--- src/rtl/alu_arbiter.sv ---
// alu_arbiter
// Shares one combinational ALU between two requesters. A round-robin
// arbiter picks a winner in IDLE or RESP. The winner's opcode and operands
// are registered onto the ALU inputs and held for an op-dependent number of
// EXEC cycles. The ALU result is then captured and returned to the winner
// with a one-cycle valid pulse.
//
// Ports:
//   clock, clear_n            clock, asynchronous active-low reset
//   req0/op0/a0/b0            requester 0 request, opcode, operands
//   gnt0                      one-cycle pulse, request 0 accepted
//   rsp_valid0/rsp_data0      one-cycle response pulse and held result
//   req1 ... rsp_data1        same for requester 1
//   rsp_err                   divide-by-zero flag, qualified by rsp_valid0/1
//   alu_operation/alu_a/alu_b registered opcode and operands to the ALU
//   alu_c                     ALU result
//   busy                      high while an operation is executing
module alu_arbiter #(
  parameter int unsigned WIDTH      = 32,
  parameter logic [3:0]  MUL_OP     = 4'b1111,
  parameter logic [3:0]  DIV_OP     = 4'b1110,
  parameter int unsigned MUL_CYCLES = 4,
  parameter int unsigned DIV_CYCLES = 8
) (
  input  logic             clock,
  input  logic             clear_n,
  input  logic             req0,
  input  logic [3:0]       op0,
  input  logic [WIDTH-1:0] a0,
  input  logic [WIDTH-1:0] b0,
  output logic             gnt0,
  output logic             rsp_valid0,
  output logic [WIDTH-1:0] rsp_data0,
  input  logic             req1,
  input  logic [3:0]       op1,
  input  logic [WIDTH-1:0] a1,
  input  logic [WIDTH-1:0] b1,
  output logic             gnt1,
  output logic             rsp_valid1,
  output logic [WIDTH-1:0] rsp_data1,
  output logic             rsp_err,
  output logic [3:0]       alu_operation,
  output logic [WIDTH-1:0] alu_a,
  output logic [WIDTH-1:0] alu_b,
  input  logic [WIDTH-1:0] alu_c,
  output logic             busy
);

  typedef enum logic [1:0] {IDLE, EXEC, RESP} state_t;

  state_t             state;
  state_t             state_next;
  logic               prio;       // requester that wins when both ask
  logic               winner;     // requester owning the current operation
  logic               div_zero;   // current operation is a divide by zero
  logic [3:0]         count;      // EXEC cycles remaining, including this one

  logic               take;
  logic               pick;
  logic [3:0]         pick_op;
  logic [WIDTH-1:0]   pick_a;
  logic [WIDTH-1:0]   pick_b;
  logic               pick_div_zero;
  logic [3:0]         load_count;

  // Arbitration: requests only count outside EXEC. A lone requester always
  // wins, a tie goes to whoever was not granted last. A divide by zero
  // gets a single EXEC cycle because its result is forced anyway.
  always_comb begin
    take          = (state != EXEC) && (req0 || req1);
    pick          = (req0 && req1) ? prio : req1;
    pick_op       = pick ? op1 : op0;
    pick_a        = pick ? a1 : a0;
    pick_b        = pick ? b1 : b0;
    pick_div_zero = (pick_op == DIV_OP) && (pick_b == '0);
    load_count    = 4'd1;
    if (pick_op == MUL_OP) begin
      load_count = 4'(MUL_CYCLES);
    end else if ((pick_op == DIV_OP) && !pick_div_zero) begin
      load_count = 4'(DIV_CYCLES);
    end
  end

  // Next-state logic. RESP behaves like IDLE for arbitration, so a waiting
  // request goes straight back to EXEC with no idle cycle in between.
  always_comb begin
    state_next = state;
    case (state)
      IDLE, RESP: state_next = take ? EXEC : IDLE;
      EXEC:       if (count == 4'd1) state_next = RESP;
      default:    state_next = IDLE;
    endcase
  end

  always_ff @(posedge clock or negedge clear_n) begin
    if (!clear_n) begin
      state <= IDLE;
    end else begin
      state <= state_next;
    end
  end

  // Datapath. Grant and response strobes default low each cycle so they are
  // single-cycle pulses. ALU input registers only change on a grant. Each
  // requester's result register only changes on its own capture.
  always_ff @(posedge clock or negedge clear_n) begin
    if (!clear_n) begin
      prio          <= 1'b0;
      winner        <= 1'b0;
      div_zero      <= 1'b0;
      count         <= 4'd0;
      alu_operation <= 4'd0;
      alu_a         <= '0;
      alu_b         <= '0;
      gnt0          <= 1'b0;
      gnt1          <= 1'b0;
      rsp_valid0    <= 1'b0;
      rsp_valid1    <= 1'b0;
      rsp_err       <= 1'b0;
      rsp_data0     <= '0;
      rsp_data1     <= '0;
    end else begin
      gnt0       <= 1'b0;
      gnt1       <= 1'b0;
      rsp_valid0 <= 1'b0;
      rsp_valid1 <= 1'b0;
      rsp_err    <= 1'b0;
      if (take) begin
        alu_operation <= pick_op;
        alu_a         <= pick_a;
        alu_b         <= pick_b;
        winner        <= pick;
        prio          <= ~pick;
        div_zero      <= pick_div_zero;
        count         <= load_count;
        gnt0          <= ~pick;
        gnt1          <= pick;
      end else if (state == EXEC) begin
        count <= count - 4'd1;
        if (count == 4'd1) begin
          rsp_err <= div_zero;
          if (winner) begin
            rsp_valid1 <= 1'b1;
            rsp_data1  <= div_zero ? '0 : alu_c;
          end else begin
            rsp_valid0 <= 1'b1;
            rsp_data0  <= div_zero ? '0 : alu_c;
          end
        end
      end
    end
  end

  assign busy = (state == EXEC);

  // A zero or oversized cycle count cannot be represented by the 4-bit
  // counter and would stall or wrap.
  cycles_legal: assert property (@(posedge clock)
    (MUL_CYCLES >= 1) && (MUL_CYCLES <= 15) &&
    (DIV_CYCLES >= 1) && (DIV_CYCLES <= 15));

endmodule

--- config.mk ---
export PLATFORM = sky130hd
export DESIGN_NAME = alu_arbiter
export DESIGN_NICKNAME = d
export VERILOG_FILES = /design/src/rtl/alu_arbiter.sv
export SDC_FILE = /design/constraint.sdc
export NUM_CORES = 1
export LEC_CHECK = 0
export BUFFER_PORTS_ARGS = -buffer_cell sky130_fd_sc_hd__buf_2
export CAP_MARGIN = 20
export CORE_AREA = 2 2 121 123
export DETAILED_ROUTE_END_ITERATION = 10
export DIE_AREA = 0 0 123 125
export HOLD_SLACK_MARGIN = 0.06
export PLACE_DENSITY = 0.81
export SETUP_SLACK_MARGIN = 0.1
export SYNTH_ARGS = -nofsm -noshare
export SYNTH_HDL_FRONTEND = slang
export SYNTH_SLANG_ARGS = --single-unit
--- constraint.sdc ---
create_clock -name clock -period 3.6 [get_ports clock]
set_input_delay 0.36 -clock clock [delete_from_list [all_inputs] [get_ports clock]]
set_output_delay 0.36 -clock clock [all_outputs]
set_load 0.005 [all_outputs]
==> reports/results.txt <==
Setup CP Type = register to register
CP max stage delay = 450 ps
Root Driver = clkbuf_16
Die Y = 125 microns
share of layout cells above drive strength 1 = 42.0%
Final HPWL DP = 12800 microns
IO Pins = 310
Non-Filler Instances = 1115
fin crit share = 60.7%
setup TNS = 0 ps
status = finished, final reports clean
All-Layer GR Usage = 22.8%
endpoints failing setup = 0
Final min period = 2190 ps
Hold Crit Class = input pin to register
vias in the first global route = 5465
Synth top area share = 55.2%
Cells after Synth = 623
Post-Syn Nets = 797
Slew headroom = 34.0%
final hold violation count = 0
Sink Count = 146
clock skew = 8.79 ps
initial antenna violation count = 1
Worst-path clk slew = 70 ps
cell row count = 44
1st-iter DRT viols = 231
Yosys reg bits = 146
DRT Wirelength = 17200 microns
Critical Path AT = 2450 ps
final setup margin = 1410 ps
Startpoint Class = register
Clk Latency, worst-skew pair = 410 ps
WHS = 219 ps
Worst-Margin Slew = 989 ps
crit path cell chain = inv_1 -> ha_1 -> nor3b_2 -> and2_4 -> nand2_2 -> buf_4 -> nand2_1 -> o21ai_0
area of the multi-input gates = 2610 sq um
Distinct cells, synth = 38
Synth top cells by count = dfrtp_1 (146), nand2_1 (136), o21ai_0 (80)
Post-synth EDFFs = 0
Power Total = 0.00729 W
crit path capture type = register
Fill cells = 1225
core footprint = 14200 sq um
Area contributors post-synth = dfrtp_1 (55%), mux2i_1 (10%), nand2_1 (7.7%), o21ai_0 (6.0%), o21ai_2 (4.5%)
cell with the most instances after synthesis = dfrtp_1
TritonCTS clock tree = done
Die Area = 15400 sq um
Worst Path Required = 3860 ps
P_leak = 4.71 nW
per-cell routed wire length = 15.4 microns
RSZ-0062 raised after global routing = no
global-route wire length before repair = 27000 microns
Place WS = 1280 ps
max_cap viols = 0
Synth async-reset ratio = 100%
Synth Cell Area = 6620 sq um
Max clock buf depth = 2
Avg Cell Area, Syn = 10.6 sq um
placer congestion estimate = 0.870
Die X-Extent = 123 microns
kind of cell adding the most delay to the critical path = simple AND/OR/NAND/NOR gates
sequential-to-total area share from yosys stat = 55.2%
CTS Buf Count = 17
net count of the finished layout = 1091
Bufs and invs on worst path = 2
Yosys warnings = 0
vias per std cell = 4.89
GR Overflow Total = 0
largest net degree at the start of global routing = 130
initial core utilization = 46.6%
drt drc = 0
post-CTS sizing = 0
CP max FO = 40
DR vias = 5456
Reg area = 3650 sq um
Inst Count DP = 1080
Post-DRT Antenna Nets = 0
fmax = 0.457 GHz
Layout area overhead = 32.2%
pwr/cell area = 833 nW/um^2
PortBufs = 309
Worst IR Drop VDD = 0.502 mV
Synth Flop Type = dfrtp_1
H-tree levels = 4
final count of pins violating max slew = 0
DRT Pass-1 Iters = 4
Slowest-stage cell, CP = nand2_2
Yosys top cell by area = dfrtp_1
-- metrics by stage --
step,instance area (sq um),utilization [%]
floorplan,6620,-
global placement,8130,57.2
detailed placement,8130,57.2
CTS,8730,61.5
global route,8750,61.6
finish,8750,61.6
-- worst min-delay path, cell delays in order --
cell,delay [ps]
buf_2,70
mux2i_1,50
o21ai_1,110
-- layout make-up --
cell class / count / area share [%]
Sequential cell: 146 / 41.7
Multi-Input combinational cell: 430 / 29.8
Clock inverter: 14 / 1.76
Timing Repair Buffer: 316 / 18.8
Antenna cell: 1 / 0.0286
Tap cell: 184 / 2.63
Clock buffer: 18 / 5.02
Inverter: 6 / 0.286
-- final timing paths --
| check | start | to | cells past startpoint | slack, ps |
|---|---|---|---|---|
| max | count[1] | rsp_data1[18] | 8 | 1410 |
| min | a0[25] | alu_a[25] | 3 | 220 |
| max reg2reg | count[1] | rsp_data1[18] | 8 | 1410 |
| max in group asynchronous | clear_n | rsp_data1[23] | 3 | 2190 |
| min reg2reg | state[0] | state[0] | 1 | 470 |
| min in group asynchronous | clear_n | rsp_data0[0] | 2 | 600 |
-- logic make-up (layout without fill, tap and decap cells) --
logic type	Yosys count	count (layout)	share of synthesized area, %
simple gates	209	209	14.8
compound gates	149	149	13.6
flops	146	146	55.2
mux	69	69	10.5
buf+inv	47	354	5.46
fa+ha+maj	2	2	0.378
xor+xnor	1	1	0.132
other cells	0	1	0
-- flip-flops by register name (all words and copies together), names as in the netlist --
signal / count
winner: 1
rsp_valid0: 1
gnt0: 1
rsp_err: 1
div_zero: 1
alu_b: 32
rsp_data1: 32
rsp_data0: 32
gnt1: 1
prio: 1
alu_operation: 4
alu_a: 32
count: 4
rsp_valid1: 1
state: 2
-- what timing repair did --
| item | in CTS | in global routing |
|---|---|---|
| hold buffers | 1 | 0 |
| endpoints found under the hold margin | 21 | 0 |
| setup buffers | 0 | 0 |
-- metal layers --
metal,GRT usage (%),vias to the layer above,part of all wire [%]
met1,26.4,2520,39
li1,-,2732,-
met2,39.8,188,52
met3,7.39,16,8.2
met5,0,-,0
met4,6.68,0,1.3
-- layout by cell type (no fill, tap or decap), drive strengths merged, types with 4 or more instances in the layout --
cell type    n
nand2      138
o21ai      137
nand2b      35
nand4        4
dfrtp      146
clkbuf      18
nor4        16
mux2i       68
buf        315
clkinv       5
inv         10
nor2         6
a21oi        6
-- power by group --
group          internal [W]  switching, W  leakage (nW)  total [W]
clock               0.00105      0.000702         0.284    0.00175
combinational       0.00120       0.00146          2.64    0.00266
sequential          0.00245      0.000432          1.78    0.00289
No activity file was read; power rests on OpenSTA's default activity.
